[config.mk]
export PLATFORM = sky130hd
export DESIGN_NAME = fifo_wr_arbiter_flat
export DESIGN_NICKNAME = d
export VERILOG_FILES = /design/src/rtl/fifo_wr_arbiter_pkg.sv /design/src/rtl/fifo_wr_arbiter_if.sv /design/src/rtl/fifo_wr_arbiter_rr_arbiter.sv /design/src/rtl/fifo_wr_arbiter.sv /design/src/flat_wrapper.sv
export SDC_FILE = /design/constraint.sdc
export NUM_CORES = 1
export LEC_CHECK = 0
export ABC_CLOCK_PERIOD_IN_PS = 3600
export CAP_MARGIN = 10
export CORE_MARGIN = 2
export CORE_UTILIZATION = 29
export DETAILED_ROUTE_END_ITERATION = 10
export PLACE_DENSITY_LB_ADDON = 0.1
export SLEW_MARGIN = 20
export SYNTH_ARGS = -nofsm -noshare
export SYNTH_HDL_FRONTEND = slang
export SYNTH_SLANG_ARGS = --single-unit
[constraint.sdc]
create_clock -name clk -period 3.6 [get_ports clk]
set_clock_uncertainty 0.2 [all_clocks]
set_input_delay 0.72 -clock clk [delete_from_list [all_inputs] [get_ports clk]]
set_output_delay 0.72 -clock clk [all_outputs]
set_load 0.005 [all_outputs]
[src/rtl/fifo_wr_arbiter_pkg.sv]
// Shared types and helpers for the FIFO write-port arbiter: FSM state enum,
// default burst cap and the rotating-priority pick function.
package fifo_arb_pkg;

    typedef enum logic {
        ARB_IDLE  = 1'b0,
        ARB_GRANT = 1'b1
    } arb_state_e;

    localparam int DEFAULT_MAX_BURST = 16;

    // rr_pick works on a fixed-width vector so one function serves every N up to RR_MAX_N.
    localparam int RR_MAX_N = 32;
    localparam int RR_IDX_W = 5;

    // First set bit of valid[n-1:0], scanning upward from ptr with wrap; 0 when none is set.
    function automatic int rr_pick(input logic [RR_MAX_N-1:0] valid, input int ptr, input int n);
        int   pick;
        int   idx;
        logic found;
        pick  = 0;
        found = 1'b0;
        for (int i = 0; i < RR_MAX_N; i++) begin
            if (i < n) begin
                idx = (ptr + i) % n;
                if (!found && valid[idx[RR_IDX_W-1:0]]) begin
                    pick  = idx;
                    found = 1'b1;
                end
            end
        end
        return pick;
    endfunction

endpackage

[src/rtl/fifo_wr_arbiter_if.sv]
// Producer-side and FIFO-side write signals of the arbiter, seen from the arbiter
// (slave) and from whoever drives the producers and the FIFO ready (master).
interface fifo_wr_arbiter_if #(
    parameter int N_REQ      = 4,
    parameter int DATA_WIDTH = 32
);
    localparam int ID_W = $clog2(N_REQ);

    // A beat moves when valid and ready are both high in the same cycle; valid never waits on ready.
    logic [N_REQ-1:0]            req_valid_i;
    logic [N_REQ-1:0]            req_last_i;
    logic [N_REQ*DATA_WIDTH-1:0] req_data_i;
    logic [N_REQ-1:0]            req_ready_o;
    logic [DATA_WIDTH+ID_W-1:0]  fifo_data_o;
    logic                        fifo_wr_valid_o;
    logic                        fifo_wr_ready_i;

    modport master (
        output req_valid_i, req_last_i, req_data_i, fifo_wr_ready_i,
        input  req_ready_o, fifo_data_o, fifo_wr_valid_o
    );

    modport slave (
        input  req_valid_i, req_last_i, req_data_i, fifo_wr_ready_i,
        output req_ready_o, fifo_data_o, fifo_wr_valid_o
    );

endinterface

[src/rtl/fifo_wr_arbiter_rr_arbiter.sv]
// Combinational rotating-priority select: first requester at or above the
// pointer, wrapping, as one-hot grant plus encoded index.
module rr_arbiter
    import fifo_arb_pkg::*;
#(
    parameter int N     = 4,
    parameter int IDX_W = $clog2(N)
) (
    input  logic [N-1:0]     req_i,
    input  logic [IDX_W-1:0] ptr_i,
    output logic [N-1:0]     gnt_o,
    output logic [IDX_W-1:0] idx_o,
    output logic             any_o
);

    logic [RR_MAX_N-1:0] req_ext;
    int                  pick;

    always_comb begin
        req_ext = RR_MAX_N'(req_i);
        pick    = rr_pick(req_ext, int'(ptr_i), N);
        any_o   = |req_i;
        idx_o   = IDX_W'(pick);
        gnt_o   = any_o ? (N'(1) << idx_o) : '0;
    end

endmodule

[src/rtl/fifo_wr_arbiter.sv]
// Packet-level round-robin arbiter sharing one sync_fifo write port between N_REQ producers.
// Optional FIFO_WR_ARB_BURST_CAP_EN: a grant is also released after MAX_BURST beats.
module fifo_wr_arbiter
    import fifo_arb_pkg::*;
#(
    parameter int N_REQ      = 4,
    parameter int DATA_WIDTH = 32,
    parameter int ID_W       = $clog2(N_REQ),  // derived from N_REQ; do not override
    parameter int MAX_BURST  = DEFAULT_MAX_BURST
) (
    input  logic             clk,
    input  logic             rst_n,
    fifo_wr_arbiter_if.slave bus,
    output logic             busy_o,
    output logic [ID_W-1:0]  owner_o,
    output arb_state_e       state_o
);

    arb_state_e            state_q, state_d;
    logic [ID_W-1:0]       owner_q, owner_d;
    logic [ID_W-1:0]       rr_ptr_q, rr_ptr_d;
    logic [ID_W-1:0]       ptr_next;
    logic [DATA_WIDTH-1:0] req_data_a [N_REQ];
    logic [N_REQ-1:0]      idle_gnt_unused;
    logic [ID_W-1:0]       pick_idx;
    logic                  pick_any;
    logic                  own_valid;
    logic                  own_last;
    logic                  handshake;
    logic                  release_grant;

    for (genvar k = 0; k < N_REQ; k++) begin : g_unpack
        assign req_data_a[k] = bus.req_data_i[DATA_WIDTH*(k+1)-1 -: DATA_WIDTH];
    end

    rr_arbiter #(
        .N     (N_REQ),
        .IDX_W (ID_W)
    ) u_rr (
        .req_i (bus.req_valid_i),
        .ptr_i (rr_ptr_q),
        .gnt_o (idle_gnt_unused),
        .idx_o (pick_idx),
        .any_o (pick_any)
    );

    assign own_valid = bus.req_valid_i[owner_q];
    assign own_last  = bus.req_last_i[owner_q];
    assign handshake = (state_q == ARB_GRANT) && own_valid && bus.fifo_wr_ready_i;
    assign ptr_next  = (owner_q == ID_W'(N_REQ - 1)) ? '0 : owner_q + ID_W'(1);

`ifdef FIFO_WR_ARB_BURST_CAP_EN
    localparam int CNT_W = $clog2(MAX_BURST + 1);

    logic [CNT_W-1:0] beat_cnt_q, beat_cnt_d;
    logic             cap_hit;

    // The handshake that brings the count to MAX_BURST ends the fragment.
    assign cap_hit       = (beat_cnt_q == CNT_W'(MAX_BURST - 1));
    assign release_grant = handshake && (own_last || cap_hit);

    always_comb begin
        beat_cnt_d = beat_cnt_q;
        if ((state_q != ARB_GRANT) || release_grant) begin
            beat_cnt_d = '0;
        end else if (handshake) begin
            beat_cnt_d = beat_cnt_q + CNT_W'(1);
        end
    end
`else
    logic unused_max_burst;

    assign unused_max_burst = (MAX_BURST == 0);
    assign release_grant    = handshake && own_last;
`endif

    always_ff @(posedge clk or negedge rst_n) begin
        if (!rst_n) begin
            state_q    <= ARB_IDLE;
            owner_q    <= '0;
            rr_ptr_q   <= '0;
`ifdef FIFO_WR_ARB_BURST_CAP_EN
            beat_cnt_q <= '0;
`endif
        end else begin
            state_q    <= state_d;
            owner_q    <= owner_d;
            rr_ptr_q   <= rr_ptr_d;
`ifdef FIFO_WR_ARB_BURST_CAP_EN
            beat_cnt_q <= beat_cnt_d;
`endif
        end
    end

    // The owner keeps the port through valid gaps and FIFO stalls until it releases.
    always_comb begin
        state_d  = state_q;
        owner_d  = owner_q;
        rr_ptr_d = rr_ptr_q;
        case (state_q)
            ARB_IDLE: begin
                if (pick_any) begin
                    state_d = ARB_GRANT;
                    owner_d = pick_idx;
                end
            end
            ARB_GRANT: begin
                if (release_grant) begin
                    state_d  = ARB_IDLE;
                    rr_ptr_d = ptr_next;
                end
            end
            default: state_d = ARB_IDLE;
        endcase
    end

    // Zero-latency datapath: everything below follows state_q, so an async reset clears it at once.
    always_comb begin
        busy_o              = 1'b0;
        bus.fifo_wr_valid_o = 1'b0;
        bus.req_ready_o     = '0;
        bus.fifo_data_o     = '0;
        if (state_q == ARB_GRANT) begin
            busy_o                   = 1'b1;
            bus.fifo_wr_valid_o      = own_valid;
            bus.req_ready_o[owner_q] = bus.fifo_wr_ready_i;
            bus.fifo_data_o          = {owner_q, req_data_a[owner_q]};
        end
    end

    assign owner_o = owner_q;
    assign state_o = state_q;

endmodule

[src/flat_wrapper.sv]
// flat-port wrapper written by rule: the top's interface ports become plain ports
module fifo_wr_arbiter_flat import fifo_arb_pkg::*;
#(
    parameter int N_REQ      = 4,
    parameter int DATA_WIDTH = 32,
    parameter int ID_W       = $clog2(N_REQ),                                        
    parameter int MAX_BURST  = DEFAULT_MAX_BURST
)
  (clk, rst_n, busy_o, owner_o, state_o, bus_req_valid_i, bus_req_last_i, bus_req_data_i, bus_fifo_wr_ready_i, bus_req_ready_o, bus_fifo_data_o, bus_fifo_wr_valid_o);
  fifo_wr_arbiter_if #(.N_REQ(N_REQ), .DATA_WIDTH(DATA_WIDTH)) bus_i ();
  input  logic clk;
  input  logic rst_n;
  output logic busy_o;
  output logic [ID_W-1:0] owner_o;
  output arb_state_e state_o;
  input wire logic [$bits(bus_i.req_valid_i)-1:0] bus_req_valid_i;
  input wire logic [$bits(bus_i.req_last_i)-1:0] bus_req_last_i;
  input wire logic [$bits(bus_i.req_data_i)-1:0] bus_req_data_i;
  input wire logic [$bits(bus_i.fifo_wr_ready_i)-1:0] bus_fifo_wr_ready_i;
  output wire logic [$bits(bus_i.req_ready_o)-1:0] bus_req_ready_o;
  output wire logic [$bits(bus_i.fifo_data_o)-1:0] bus_fifo_data_o;
  output wire logic [$bits(bus_i.fifo_wr_valid_o)-1:0] bus_fifo_wr_valid_o;
  assign bus_i.req_valid_i = bus_req_valid_i;
  assign bus_i.req_last_i = bus_req_last_i;
  assign bus_i.req_data_i = bus_req_data_i;
  assign bus_i.fifo_wr_ready_i = bus_fifo_wr_ready_i;
  assign bus_req_ready_o = bus_i.req_ready_o;
  assign bus_fifo_data_o = bus_i.fifo_data_o;
  assign bus_fifo_wr_valid_o = bus_i.fifo_wr_valid_o;
  fifo_wr_arbiter #(.N_REQ(N_REQ), .DATA_WIDTH(DATA_WIDTH), .ID_W(ID_W), .MAX_BURST(MAX_BURST)) u_core (.clk(clk), .rst_n(rst_n), .bus(bus_i), .busy_o(busy_o), .owner_o(owner_o), .state_o(state_o));
endmodule
Word-level counts from Yosys, hierarchy flattened:

Index checks and enable logic that the tools add are counted.

* input port bits: 139
* register bits: 5
* logic and storage cells: 69
* output and inout port bits: 43

* reduce and logical (&&, ||, !) cells: 16
* bitwise operators: 6
* add/subtract/negate cells: 4
* multiplexer cells: 32
* eq/ne operators: 1
* order comparisons: 7

Operators with widths (number)
* 32-bit binary-select mux with 2-bit select: 1
* 32-bit 2-to-1 mux: 2
* 34-bit 2-to-1 mux: 1
* 5-bit by 6-bit less-than comparator with 1-bit output (second input constant): 3
* 1-bit 2-to-1 mux: 14
* 2-bit 2-to-1 mux: 5
* 1-bit binary-select mux with 3-bit select: 3
* 1-bit logical AND: 7
* 1-bit binary-select mux with 2-bit select: 3
* 2-bit by 6-bit less-than comparator with 1-bit output (second input constant): 1
* 2-bit OR reduction: 3
* 2-bit by 1-bit adder with 2-bit output (second input constant): 2
* 2-bit adder (second input constant): 2
* 4-bit AND: 1
* 4-bit 2-to-1 mux: 1
* 2-bit AND reduction: 2
* 4-bit OR reduction: 1
* 1-bit AND (first input constant): 3
* 3-bit greater-or-equal comparator (second input constant): 1
* 1-bit logical NOT: 3
* 2-bit by 3-bit less-than comparator with 1-bit output (second input constant): 1
* 2-bit inverter with 3-bit output: 1
* 1-bit demux with 2-bit select: 1
* 2-bit == test (second input constant): 1
* 3 further kinds: 3

Logic depth before layout (Yosys ltp):

* depth after elaboration: 13
* mapped depth: 5
* depth with buffers taken out: 4

Modules after synthesis:

From an unflattened synthesis, not the netlist that was laid out.

* cells, all modules: 142
* area total of the unflattened synthesis: 1592.8 µm²

Modules (own cells, without submodules)
* fifo_wr_arbiter: area an instance 1373.8 µm², cells an instance 111, instances 1
* rr_arbiter: area an instance 219.0 µm², cells an instance 31, instances 1

Worst setup path before layout:

Ideal clock, no wire load.

* kind: register to output
* from: reg u_core.owner_q[0] (netlist: u_core.owner_o[0])
* to: out bus_fifo_data_o[10]
* path buffers: 2
* stages on the path, launching flop included: 5
* arrival time: 1.435 ns
* data required time: 2.680 ns
* setup slack: 1.245 ns
* cells stage by stage: dfrtp_1 > buf_6 > buf_12 > mux4_2 > and2_1

* cells in the longest elaborated chain, start to end: 5

Ends and longest elaborated chain
* start, declared: RTL line fifo_wr_arbiter.sv:20 `logic [ID_W-1:0] owner_q, owner_d;`
* start signal, assigned: RTL line fifo_wr_arbiter.sv:87 `owner_q <= owner_d;`
* 2-bit inverter with 3-bit output (implied by the code): RTL line fifo_wr_arbiter.sv:127 `bus.fifo_data_o = {owner_q, req_data_a[owner_q]};`
* 32-bit binary-select mux with 2-bit select: RTL line fifo_wr_arbiter.sv:127
* 32-bit 2-to-1 mux (implied by the code) (2 in series): RTL line fifo_wr_arbiter.sv:127
* 34-bit 2-to-1 mux: RTL line fifo_wr_arbiter.sv:123 `if (state_q == ARB_GRANT) begin`
* end, declared: RTL line flat_wrapper.sv:21 `output wire logic [$bits(bus_i.fifo_data_o)-1:0] bus_fifo_data_o;`

Every way passes these cells. The select of a mux whose other input is x is not followed.

Worst setup path in the final report:

* from: in bus_req_valid_i[2]
* to: out bus_fifo_wr_valid_o

* cells in the longest elaborated chain, start to end: 3

Ends and longest elaborated chain
* start, declared: RTL line flat_wrapper.sv:16 `input wire logic [$bits(bus_i.req_valid_i)-1:0] bus_req_valid_i;`
* 1-bit binary-select mux with 2-bit select: RTL line fifo_wr_arbiter.sv:47 `assign own_valid = bus.req_valid_i[owner_q];`
* 1-bit 2-to-1 mux (implied by the code): RTL line fifo_wr_arbiter.sv:47
* 1-bit 2-to-1 mux: RTL line fifo_wr_arbiter.sv:123
* end, declared: RTL line flat_wrapper.sv:22 `output wire logic [$bits(bus_i.fifo_wr_valid_o)-1:0] bus_fifo_wr_valid_o;`

Every way passes these cells. The select of a mux whose other input is x is not followed.

==> Flow_metrics.wiki <==
{| class="wikitable"
! Metric !! Value
|-
| Status || finished clean
|-
| Number of failing setup endpoints in the final timing report || 0
|-
| Number of primary I/O pins || 182
|-
| Pwr Density || 542 mW/mm^2
|-
| Share of the yosys chip area belonging to registers || 0.0861
|-
| Required time reported for the critical path endpoint || 2.68 ns
|-
| Setup Fix Bufs, Post-CTS || 0
|-
| Number of buffers inserted for hold repair after clock tree synthesis || 0
|-
| Class of the most critical hold timing path || flip-flop to flip-flop
|-
| DIE WIDTH || 74.8 um
|-
| Post-route antenna net violation count || 0
|-
| Total Wirelength || 6440 um
|-
| Height of the chip || 74.8 um
|-
| Post-CTS clock slew at the launch and capture registers of the worst setup and hold paths || 0.03 ns
|-
| Util after Layout || 0.702
|-
| Total global routing overflow || 0
|-
| Number of pins with negative max-slew slack in the final report || 0
|-
| Peak supply drop || 0.450 mV
|-
| CP Data Arrival Time || 2.37 ns
|-
| Number of buffers added by the clock tree synthesis step || 3
|-
| Startpoint-to-endpoint class of the critical path || input port to primary output
|-
| Filler instances || 384
|-
| Number of inserted diodes || 0
|-
| Layout cell share with drive strength beyond 1 || 0.161
|-
| Total nets after synthesis || 264
|-
| Vias per std cell || 4.84
|-
| Setup repair after global routing missed its margin || false
|-
| Final total negative setup slack || 0 ns
|-
| Final GP Congestion || 0.816
|-
| Final number of hold-violating endpoints || 0
|-
| Post-detail-place hpwl || 5470 um
|-
| Total Die Area || 0.00559 mm^2
|-
| IO Port Bufs || 181
|-
| Clock buffer depth || 2
|-
| Number of max-capacitance violations reported || 0
|-
| Most common library cell in the layout ignoring fill and taps || sky130_fd_sc_hd__clkdlybuf4s50_1
|-
| Setup slack at placement || 0.313 ns
|-
| First-pass GRT wire length || 9110 um
|-
| Leading post-synthesis cells by cell area || sky130_fd_sc_hd__mux4_2 50%, sky130_fd_sc_hd__and2_1 16%, sky130_fd_sc_hd__dfrtp_1 8.6%
|-
| Minimum setup slack in the final design || 0.308 ns
|-
| Synthesis-to-layout area growth || 131%
|-
| Crit path time final || 3.29 ns
|-
| Type of element capturing the critical path || primary output
|-
| Number of unique standard cell types used by synthesis || 25
|-
| H-tree depth reported by CTS || 1
|-
| Sum of internal, switching and leakage power || 1.82 mW
|-
| Launching element type of the critical path || input port
|-
| Placement-stage cell area || 0.00331 mm^2
|-
| Detailed-route via count || 1768
|-
| Post-Route Hold Slack || 0.356 ns
|-
| Antenna violations before repair || 0
|-
| Overall routing resource usage || 0.216
|-
| Count of placed standard cells in the final layout, fillers left out || 365
|-
| Netlist Area Pre-Place || 0.00145 mm^2
|-
| Final standard cell area without fillers || 0.00336 mm^2
|-
| Slew at the pin closest to its max-slew limit || 0.527 ns
|-
| Synth warn || 0
|-
| Placement Rows || 25
|-
| Area of the core region || 0.00479 mm^2
|-
| Via count of the first global-routing pass || 1648
|-
| Register bit count reported by yosys || 5
|-
| Worst slew slack as a fraction of its limit || 0.648
|-
| Wire per inst || 17.6 um
|-
| Critical-path maximum fanout || 5
|-
| Leading cell types in the layout, fill and taps excluded || 181 x sky130_fd_sc_hd__clkdlybuf4s50_1, 36 x sky130_fd_sc_hd__and2_1, 32 x sky130_fd_sc_hd__mux4_2
|-
| Mean area per synthesized cell || 12.0 um^2
|-
| Most area-hungry cell type in the Yosys netlist || sky130_fd_sc_hd__mux4_2
|-
| Clk Latency, worst-skew pair || 0.22 ns
|-
| Post-Synthesis Cells || 121
|-
| # resized after CTS || 0
|-
| Initial standard-cell utilization of the core || 0.304
|-
| Post-route clock period utilization || 0.915
|-
| Share of the synthesized area in the top cell type || 0.496
|-
| Reported leakage power || 1.23 nW
|-
| CTS tree || yes
|-
| Clk root buf || sky130_fd_sc_hd__clkbuf_8
|-
| Cell total after placement || 361
|-
| Clk sink count || 5
|-
| Highest Clock Rate || 304 MHz
|-
| Initial DRC Count || 50
|-
| Nets@finish || 442
|-
| DRC violations left || 0
|-
| Largest net degree at the start of global routing || 27
|-
| Number of iterations in the first detailed-routing pass || 4
|}
-- worst max-delay path, stage by stage --
cell,delay (ns)
sky130_fd_sc_hd__clkdlybuf4s50_1,0.48
sky130_fd_sc_hd__mux4_1,0.55
sky130_fd_sc_hd__and2_1,0.18
sky130_fd_sc_hd__clkdlybuf4s50_1,0.44
-- synthesized netlist by cell type --
library cell                n
sky130_fd_sc_hd__and2_1    36
sky130_fd_sc_hd__mux4_2    32
sky130_fd_sc_hd__buf_2      5
sky130_fd_sc_hd__dfrtp_1    5
sky130_fd_sc_hd__and3_1     4
sky130_fd_sc_hd__clkbuf_1   4
sky130_fd_sc_hd__ha_1       4
sky130_fd_sc_hd__inv_1      4
sky130_fd_sc_hd__mux2_2     4
sky130_fd_sc_hd__a21oi_1    3
sky130_fd_sc_hd__nor2_1     3
sky130_fd_sc_hd__buf_12     2
sky130_fd_sc_hd__mux2i_1    2
sky130_fd_sc_hd__nor3_2     2
sky130_fd_sc_hd__a21o_1     1
sky130_fd_sc_hd__a221oi_1   1
sky130_fd_sc_hd__buf_4      1
sky130_fd_sc_hd__buf_6      1
sky130_fd_sc_hd__mux4_1     1
sky130_fd_sc_hd__nand2_1    1
sky130_fd_sc_hd__nand2b_1   1
sky130_fd_sc_hd__nor4_1     1
sky130_fd_sc_hd__o21ai_0    1
sky130_fd_sc_hd__o21ai_2    1
sky130_fd_sc_hd__o32ai_1    1
-- flip-flops by register name (all words and copies together) (netlist names) --
name	cells
u_core.rr_ptr_q	2
u_core.state_o	1
u_core.owner_o	2
-- power breakdown --
| part | internal, mW | switching [mW] | leakage, nW |
|---|---|---|---|
| clock network | 0.0760 | 0.0269 | 0.0228 |
| registers | 0.0835 | 0.0798 | 0.0578 |
| logic | 1.08 | 0.479 | 1.15 |
-- final timing paths --
path	cells after the start	slack (ns)	endpoint	from
setup / recovery	4	0.31	bus_fifo_wr_valid_o	bus_req_valid_i[2]
hold / removal	1	0.36	u_core.rr_ptr_q[0]	u_core.rr_ptr_q[0]
setup reg to reg	3	1.47	u_core.rr_ptr_q[1]	u_core.owner_o[0]
hold reg to reg	1	0.36	u_core.rr_ptr_q[0]	u_core.rr_ptr_q[0]
max in group asynchronous	1	2.46	u_core.owner_o[0]	rst_n
min in group asynchronous	1	0.53	u_core.rr_ptr_q[1]	rst_n
-- per-layer routing --
| metal | wire length, um | vias to the layer above | track usage |
|---|---|---|---|
| li1 | - | 829 | - |
| met1 | 2290 | 854 | 0.265 |
| met2 | 3420 | 79 | 0.384 |
| met3 | 674 | 6 | 0.0629 |
| met4 | 56 | 0 | 0.0317 |
| met5 | 0 | - | 0 |
-- layout make-up --
| type | count | area (um^2) | share of cell area |
|---|---|---|---|
| clock buffer | 4 | 45.0 | 0.0134 |
| inverter | 4 | 15.0 | 0.00447 |
| multi-input combinational | 99 | 1210 | 0.361 |
| sequential | 5 | 126 | 0.0376 |
| tap | 67 | 83.8 | 0.0250 |
| timing repair buffer | 186 | 1870 | 0.558 |
-- logic make-up (layout without fill, tap and decap cells) --
group	Yosys count	count (layout)	share of synthesized area
and+or+nand+nor	48	48	0.205
muxes	39	39	0.559
DFF	5	5	0.0861
AOI/OAI and AO/OA	8	8	0.0370
adders and majority gates	4	4	0.0345
buffers and inverters	17	194	0.0784
Power figures use the tool's default switching activity.
